$ cat src/rtl/cmp_sched_pkg.sv
// Shared types and defaults for the comparator scheduler.
package cmp_sched_pkg;

  typedef enum logic [1:0] {
    ST_IDLE  = 2'd0,
    ST_ISSUE = 2'd1,
    ST_WAIT  = 2'd2,
    ST_DONE  = 2'd3
  } state_t;

  localparam logic [1:0] MODE_0 = 2'b00;
  localparam logic [1:0] MODE_1 = 2'b01;
  localparam logic [1:0] MODE_2 = 2'b10;
  localparam logic [1:0] MODE_3 = 2'b11;

  localparam int unsigned NREQ_DEF  = 4;
  localparam int unsigned WIDTH_DEF = 4;
  localparam int unsigned LAT_DEF   = 1;

endpackage

$ cat src/rtl/rr_arbiter.sv
// Combinational round-robin pick: first request at or above ptr, wrapping to 0.
module rr_arbiter #(
  parameter int unsigned NREQ = 4,
  parameter int unsigned IW   = (NREQ > 1) ? $clog2(NREQ) : 1
) (
  input  logic [NREQ-1:0] req,
  input  logic [IW-1:0]   ptr,
  output logic [NREQ-1:0] gnt_c,
  output logic [IW-1:0]   idx_c,
  output logic            any_c
);

  logic          found;
  logic [IW-1:0] j;

  always_comb begin
    gnt_c = '0;
    idx_c = '0;
    found = 1'b0;
    j     = '0;
    for (int unsigned k = 0; k < NREQ; k++) begin
      j = IW'((32'(ptr) + k) % NREQ);
      if (!found && req[j]) begin
        found    = 1'b1;
        gnt_c[j] = 1'b1;
        idx_c    = j;
      end
    end
  end

  assign any_c = |req;

endmodule

$ cat src/rtl/cmp_scheduler.sv
// Round-robin scheduler sharing one clocked comparator among NREQ requesters.
module cmp_scheduler
  import cmp_sched_pkg::*;
#(
  parameter int unsigned NREQ  = NREQ_DEF,
  parameter int unsigned WIDTH = WIDTH_DEF,
  parameter int unsigned LAT   = LAT_DEF
) (
  input  logic                  clk,
  input  logic                  rst_n,
  input  logic [NREQ-1:0]       req,
  input  logic [NREQ*WIDTH-1:0] req_a,
  input  logic [NREQ*WIDTH-1:0] req_b,
  input  logic [NREQ*2-1:0]     req_c,
  output logic [NREQ-1:0]       gnt,
  output logic [NREQ-1:0]       done,
  output logic [WIDTH-1:0]      res_bits,
  output logic                  res_c,
  output logic                  busy,
  output logic [WIDTH-1:0]      cmp_a,
  output logic [WIDTH-1:0]      cmp_b,
  output logic [1:0]            cmp_c,
  output logic                  cmp_en,
  input  logic [WIDTH-1:0]      cmp_out_bits,
  input  logic                  cmp_out_c
);

  localparam int unsigned IW = (NREQ > 1) ? $clog2(NREQ) : 1;
  localparam int unsigned CW = (LAT > 1) ? $clog2(LAT) : 1;

  state_t           state, state_d;
  logic [IW-1:0]    win_idx, win_d;
  logic [IW-1:0]    rr_ptr, ptr_d;
  logic [CW-1:0]    cnt, cnt_d;
  logic [WIDTH-1:0] a_d, b_d, rb_d;
  logic [1:0]       c_d;
  logic             en_d, rc_d, busy_d;
  logic [NREQ-1:0]  gnt_d, done_d;

  logic [NREQ-1:0]  arb_gnt_c;
  logic [IW-1:0]    arb_idx_c;
  logic             arb_any_c;

  logic [WIDTH-1:0] op_a [NREQ];
  logic [WIDTH-1:0] op_b [NREQ];
  logic [1:0]       op_c [NREQ];

  // Split the flat request buses into per-requester operands
  for (genvar g = 0; g < NREQ; g++) begin : g_unpack
    assign op_a[g] = req_a[g*WIDTH +: WIDTH];
    assign op_b[g] = req_b[g*WIDTH +: WIDTH];
    assign op_c[g] = req_c[g*2 +: 2];
  end

  rr_arbiter #(
    .NREQ (NREQ),
    .IW   (IW)
  ) u_arb (
    .req   (req),
    .ptr   (rr_ptr),
    .gnt_c (arb_gnt_c),
    .idx_c (arb_idx_c),
    .any_c (arb_any_c)
  );

  always_ff @(posedge clk or negedge rst_n) begin
    if (!rst_n) begin
      state <= ST_IDLE;
    end else begin
      state <= state_d;
    end
  end

  // Next state and next values of every registered output
  always_comb begin
    state_d = state;
    win_d   = win_idx;
    ptr_d   = rr_ptr;
    cnt_d   = cnt;
    a_d     = cmp_a;
    b_d     = cmp_b;
    c_d     = cmp_c;
    en_d    = cmp_en;
    gnt_d   = gnt;
    done_d  = '0;
    rb_d    = res_bits;
    rc_d    = res_c;
    case (state)
      ST_IDLE: begin
        if (arb_any_c) begin
          state_d = ST_ISSUE;
          win_d   = arb_idx_c;
          a_d     = op_a[arb_idx_c];
          b_d     = op_b[arb_idx_c];
          c_d     = op_c[arb_idx_c];
          gnt_d   = arb_gnt_c;
          en_d    = 1'b1;
        end
      end
      ST_ISSUE: begin
        state_d = ST_WAIT;
        cnt_d   = CW'(LAT - 1);
      end
      ST_WAIT: begin
        if (cnt == '0) begin
          state_d = ST_DONE;
          rb_d    = cmp_out_bits;
          rc_d    = cmp_out_c;
          en_d    = 1'b0;
          done_d  = gnt;
        end else begin
          cnt_d = cnt - CW'(1);
        end
      end
      ST_DONE: begin
        state_d = ST_IDLE;
        gnt_d   = '0;
        ptr_d   = (win_idx == IW'(NREQ - 1)) ? '0 : win_idx + IW'(1);
      end
      default: state_d = ST_IDLE;
    endcase
    busy_d = (state_d != ST_IDLE);
  end

  always_ff @(posedge clk or negedge rst_n) begin
    if (!rst_n) begin
      win_idx  <= '0;
      rr_ptr   <= '0;
      cnt      <= '0;
      cmp_a    <= '0;
      cmp_b    <= '0;
      cmp_c    <= '0;
      cmp_en   <= 1'b0;
      gnt      <= '0;
      done     <= '0;
      res_bits <= '0;
      res_c    <= 1'b0;
      busy     <= 1'b0;
    end else begin
      win_idx  <= win_d;
      rr_ptr   <= ptr_d;
      cnt      <= cnt_d;
      cmp_a    <= a_d;
      cmp_b    <= b_d;
      cmp_c    <= c_d;
      cmp_en   <= en_d;
      gnt      <= gnt_d;
      done     <= done_d;
      res_bits <= rb_d;
      res_c    <= rc_d;
      busy     <= busy_d;
    end
  end

endmodule

$ cat config.mk
export PLATFORM = sky130hd
export DESIGN_NAME = cmp_scheduler
export DESIGN_NICKNAME = d
export VERILOG_FILES = /design/src/rtl/cmp_sched_pkg.sv /design/src/rtl/rr_arbiter.sv /design/src/rtl/cmp_scheduler.sv
export SDC_FILE = /design/constraint.sdc
export NUM_CORES = 1
export LEC_CHECK = 0
export CORE_MARGIN = 1.5
export CORE_UTILIZATION = 48
export CTS_BUF_LIST = sky130_fd_sc_hd__clkbuf_8
export DETAILED_ROUTE_END_ITERATION = 16
export PLACE_DENSITY = 0.83
export SYNTH_ARGS = -nofsm -noshare
export SYNTH_HDL_FRONTEND = slang
export SYNTH_SLANG_ARGS = --single-unit
$ cat constraint.sdc
create_clock -name clk -period 2.7 [get_ports clk]
set_input_delay 0.54 -clock clk [delete_from_list [all_inputs] [get_ports clk]]
set_output_delay 0.54 -clock clk [all_outputs]
set_load 0.1 [all_outputs]
==> results of run 1 <==
==> routing by layer <==
metal	global-route usage	up-vias	part of all wire
li1	-	1081	-
met1	0.283	1100	0.42
met2	0.400	97	0.51
met3	0.0401	9	0.061
met4	0.0671	0	0.012
met5	0	-	0
==> cell type report <==
type | count | area [um2] | share of cell area
multi-input cells | 179 | 1410 | 0.427
repair buffers | 94 | 831 | 0.252
flip-flops and latches | 31 | 776 | 0.236
well taps | 67 | 83.8 | 0.0255
clock buffers | 6 | 82.6 | 0.0251
inverters | 21 | 78.8 | 0.0239
clock inverters | 2 | 35.0 | 0.0106
==> worst max path at each step <==
stage | from | end | slack, ps
2_1_floorplan | rr_ptr[1] | cmp_a[0] | 240
3_3_place_gp | req[1] | gnt[0] | -30
3_5_place_dp | req[1] | cmp_a[0] | -90
4_1_cts | req[1] | cmp_a[0] | 190
5_1_grt | req[1] | cmp_c[0] | 110
6_report | req[1] | cmp_c[0] | 160
==> logic make-up (layout without fill, tap and decap cells) <==
logic type	after synthesis	after routing	synth area share
AO/OA/AOI/OAI	85	85	0.293
adder cells (fa/ha/maj)	13	13	0.0688
buffers and inverters	39	123	0.0773
flip-flops	31	31	0.328
multiplexers	24	24	0.120
AND/OR/NAND/NOR	57	57	0.113
==> cell usage after synthesis, drive strengths merged <==
master	count	area, um2
or4	1	7.51
nand3	1	5.00
mux4	1	22.5
or3b	1	8.76
a311oi	1	8.76
nand2b	2	12.5
o211a	1	10.0
inv	21	78.8
nor2	26	97.6
o311ai	5	43.8
a21o	1	7.51
a211oi	11	133
and3b	1	8.76
o21ai	15	101
a31oi	2	12.5
clkbuf	7	30.0
and3	1	6.26
o221ai	2	35.0
a21oi	8	40.0
ha	13	163
or2	1	6.26
and2	5	32.5
mux2i	14	153
mux2	9	109
o22ai	14	87.6
dfrtp	31	776
nand2	13	48.8
buf	11	73.8
o2bb2ai	10	87.6
nor4	2	12.5
o21a	1	7.51
a21boi	4	30.0
a32oi	10	87.6
nor2b	2	12.5
nand3b	1	7.51
==> registers in the layout, summed over array words and instances, names as in the netlist <==
register and flops:
cmp_a 4, cmp_b 4, done 4, gnt 4, res_bits 4, cmp_c 2, rr_ptr 2, state 2
win_idx 2, busy 1, cmp_en 1, res_c 1
==> per-stage QoR <==
stage / utilization / hold slack, ps
2_1_floorplan: - / 244
3_3_place_gp: 0.672 / 474
3_5_place_dp: 0.672 / 478
4_1_cts: 0.697 / 509
5_1_grt: 0.697 / 519
6_report: 0.697 / 508
==> worst max-delay path: stages <==
cell,delay [ps]
clkdlybuf4s50_1,560
mux2_4,360
mux2i_1,240
nor2b_1,710
o2bb2ai_1,230
a211oi_2,50
==> out/qor.yml, run 1 <==
synth:
  avgSynthCellArea_um2: 9.49
  yosys_warnings: 0
  synthesis.nets: 313
  synth_cells: 249
  yosysSeqAreaShare: 0.328
  synthesis.area_um2: 2360
  synth-seq-cells: 31
  ys_types: 49
cells_and_area:
  synthToLayoutAreaGrowth_pct: 39.3
  stdcell_count: 400
  nets: 396
  final_cell_area_um2: 3290
  layout_commonest_cell: "clkdlybuf4s50_1"
  mostFrequentLayoutCells: "50 x clkdlybuf4s50_1, 44 x buf_4, 31 x dfrtp_1"
  drive_gt1_frac: 0.243
  nFillCells: 359
  diodes: 0
route:
  route.detailed.drc: 0
  dr.pass1.iters: 4
  vias: 2287
  wire_per_inst_um: 15.0
  postRouteAntennaNets: 0
  wl_mm: 6.01
  routed_via_density: 5.72
  drt_iter0_markers: 167
worst_setup_path:
  r2r_setup_slack_ps: 190
  start_kind: "primary input"
  reg2reg_to: "cmp_c[0]"
  worst-path-max-fanout: 10
  crit_required_ps: 2870
  end_kind: "register"
  r2r_cells: 6
  cp.arrival_ps: 2710
  path_class: "primary input to register"
  reg2reg_from: "rr_ptr[0]"
global_routing:
  grt_first_pass_wirelength_mm: 9.49
  grt.total_usage: 0.227
  grt_max_degree: 40
  grt_pass1_vias: 2101
  antenna_found_initial: 0
  overflow: 0
die:
  initial_utilization: 0.500
  rows: 25
  die_w_um: 73.2
  ios: 76
  die-area_um2: 5350
  die_h_um: 73.2
  placeableCoreArea_um2: 4720
clock_tree:
  h-tree-depth: 2
  cts_resized: 0
  cts_tree: "yes"
  cts_buffer_depth: 2
  insertion_delay_ps: 280
  path_clk_slew_ps: 70
  cts_buffers: 5
  cts_sinks: 31
  ctsHoldBuffers: 0
  postCtsSetupRepairBufs: 0
  cts_root_buffer: "clkbuf_8"
timing:
  hold_violations: 0
  timing.final.crit_share: 0.940
  slew-limit-headroom: 0.450
  grt_setup_unrepaired: "false"
  max_freq_mhz: 394
  fin_tns_setup_ps: 0
  slew_viol_final: 0
  skew_ps: 8.91
  layout_setup_ws_ps: 161
  setup_viol: 0
  period_minus_slack_ps: 2540
  tightest_slew_ps: 823
place:
  place_congestion: 0.924
  dp.cells: 392
  dpl_worst_slack_ps: -87.7
  numPortBuffers: 75
  place_hpwl_mm: 4.44
  placed_area_um2: 3170
status:
  status: "finished clean"
job:
  drv_cap: 0
worst_hold_path:
  min-delay-start: "win_idx[1]"
  worstHoldPathCells: 1
  min_to: "win_idx[1]"
  hp-class: "register to register"
Power of run 1 is left out: the tool's default activity adds up to more than one toggle a clock period on the data nets, which glitch-free logic cannot reach.
==> inputs of run 2 (changes only) <==
CORE_UTILIZATION = 35   (was 48)
GPL_ROUTABILITY_DRIVEN = 0   (was not set)
PLACE_DENSITY = not set   (was 0.83)
SETUP_SLACK_MARGIN = 0.05   (was not set)
==> run 2 against run 1 <==
  * The run now ends with DRC left
  * Global-route usage decreased by 4.8 points
  * Sequential cell count unchanged
  * Final cell count increased by 4.3%
  * Clock-buffer cell count unchanged
  * Via count decreased by 3.4%
  * Critical path type unchanged
  * Non-clock buffer count increased by 7
  * Setup slack improved by 77 ps
  * Clock skew decreased by 4.0 ps
==> out/qor.yml, run 2 (synthesis results as in run 1) <==
status:
  status: "complete, but fails checks"
  failed_checks: "DRC"
cells_and_area:
  nets: 403  # +1.8%
  register_area_um2: 776  # unchanged
  synthToLayoutAreaGrowth_pct: 43.1
  mostFrequentLayoutCells: "50 x clkdlybuf4s50_1, 49 x buf_4, 31 x dfrtp_1"
  nFillCells: 619  # +72%
  final_util: 0.527  # -0.170
  drive_gt1_frac: 0.259  # +0.0156
  stdcell_count: 417  # +4.3%
  diodes: 0  # unchanged
  layout_commonest_cell: "clkdlybuf4s50_1"
  multiInputGateArea_um2: 1410  # unchanged
worst_setup_path:
  start_kind: "primary input"
  slowest_delay_ps: 700  # about the same
  reg2reg_from: "rr_ptr[0]"
  crit_slowest_cell: "nor2b_1"
  crit_required_ps: 2860  # about the same
  reg2reg_to: "cmp_c[0]"
  r2r_cells: 8  # +2
  critPathTopFamily: "simple AND/OR/NAND/NOR gates"
  end_kind: "register"
  path_class: "primary input to register"
  cp.arrival_ps: 2630  # -80 ps
  crit_chain: "clkdlybuf4s50_1 -> mux2_4 -> o21a_1 -> o221ai_1 -> nor2b_1 -> o2bb2ai_1 -> a211oi_2"
  critPathBufInv: 1  # unchanged
  worst-path-max-fanout: 10  # unchanged
  r2r_setup_slack_ps: 250  # +60 ps
timing:
  period_minus_slack_ps: 2460  # -77.3 ps
  max_freq_mhz: 406  # +3.1%
  setup_viol: 0  # unchanged
  tightest_slew_ps: 871  # +47.5 ps
  grt_setup_unrepaired: "false"
  slew_viol_final: 0  # unchanged
  fin_tns_setup_ps: 0  # unchanged
  hold_violations: 0  # unchanged
  slew-limit-headroom: 0.418  # -0.0317
  timing.final.crit_share: 0.912  # -0.0286
  skew_ps: 4.95  # -3.96 ps
clock_tree:
  cts_buffers: 5  # unchanged
  postCtsSetupRepairBufs: 0  # unchanged
  path_clk_slew_ps: 70  # about the same
  cts_sinks: 31  # unchanged
  ctsHoldBuffers: 0  # unchanged
  cts_root_buffer: "clkbuf_8"
  h-tree-depth: 2  # unchanged
  cts_tree: "yes"
  cts_resized: 0  # unchanged
  insertion_delay_ps: 290  # about the same
  cts_buffer_depth: 2  # unchanged
die:
  placeableCoreArea_um2: 6420  # +36%
  initial_utilization: 0.368  # -0.132
  die_w_um: 85.2  # +16%
  rows: 29  # +16%
  die-area_um2: 7250  # +36%
  die_h_um: 85.2  # +16%
  ios: 76  # unchanged
route:
  route.detailed.drc: 6  # +6
  routed_via_density: 5.30  # -7.3%
  wl_mm: 6.25  # +4.0%
  drt_iter0_markers: 132  # -21%
  vias: 2210  # -3.4%
  postRouteAntennaNets: 0  # unchanged
  wire_per_inst_um: 15.0  # -0.26%
  dr.pass1.iters: 10  # +6
global_routing:
  grt_max_degree: 32  # -20%
  antenna_found_initial: 0  # unchanged
  grt_pass1_vias: 2171  # +3.3%
  grt.total_usage: 0.179  # -0.0485
  overflow: 0  # unchanged
  grt_first_pass_wirelength_mm: 10.4  # +9.1%
worst_hold_path:
  min-delay-start: "win_idx[1]"
  hp-class: "register to register"
  min_to: "win_idx[1]"
  worstHoldPathCells: 1  # unchanged
job:
  drv_cap: 0  # unchanged
place:
  dp.cells: 409  # +4.3%
  numPortBuffers: 75  # unchanged
  place_hpwl_mm: 4.63  # +4.3%
[run 2: changes by cell type in the layout (fill, tap and decap cells not counted)]
cell    before  now
buf_4       44   49
buf_12       0    2
[run 2: how the worst max path moves through the flow]
stage	depth (start not counted)	start	slack, ps	end
3_5_place_dp	7	req[1]	-60	cmp_c[0]
4_1_cts	8	rr_ptr[0]	240	cmp_c[0]
3_3_place_gp	7	req[1]	1	cmp_a[1]
6_report	7	req[1]	240	cmp_c[0]
2_1_floorplan	10	rr_ptr[1]	240	cmp_a[0]
5_1_grt	8	rr_ptr[0]	90	cmp_c[1]
[run 2: final cells by class]
class | instances | area share
timing repair buffer | 101 | 0.269
clock buffer | 6 | 0.0244
inverter | 21 | 0.0233
sequential | 31 | 0.229
tap | 77 | 0.0285
multi-input combinational | 179 | 0.415
clock inverter | 2 | 0.0104
[run 2: through the flow]
step	setup slack (ps)	cell area (um2)	hold WS (ps)
finish	238	3380	497
global route	88.0	3380	522
CTS	245	3380	497
detailed placement	-55.7	3260	481
global placement	1.28	3260	473
floorplan	244	2360	244
[run 2: layer usage]
layer,track usage,part of all wire,vias to the layer above
met2,0.294,0.47,76
met5,0,0,-
li1,-,-,1098
met3,0.0340,0.059,3
met1,0.239,0.47,1033
met4,0.0522,0.0048,0
Power of run 2 is left out for the same reason.
==> inputs of run 3 (changes only) <==
CTS_CLUSTER_SIZE = 24   (was not set)
==> results of run 3 <==
The final DEF is identical to that of run 2; final timing and power are the same.
Power of run 3 is left out for the same reason.
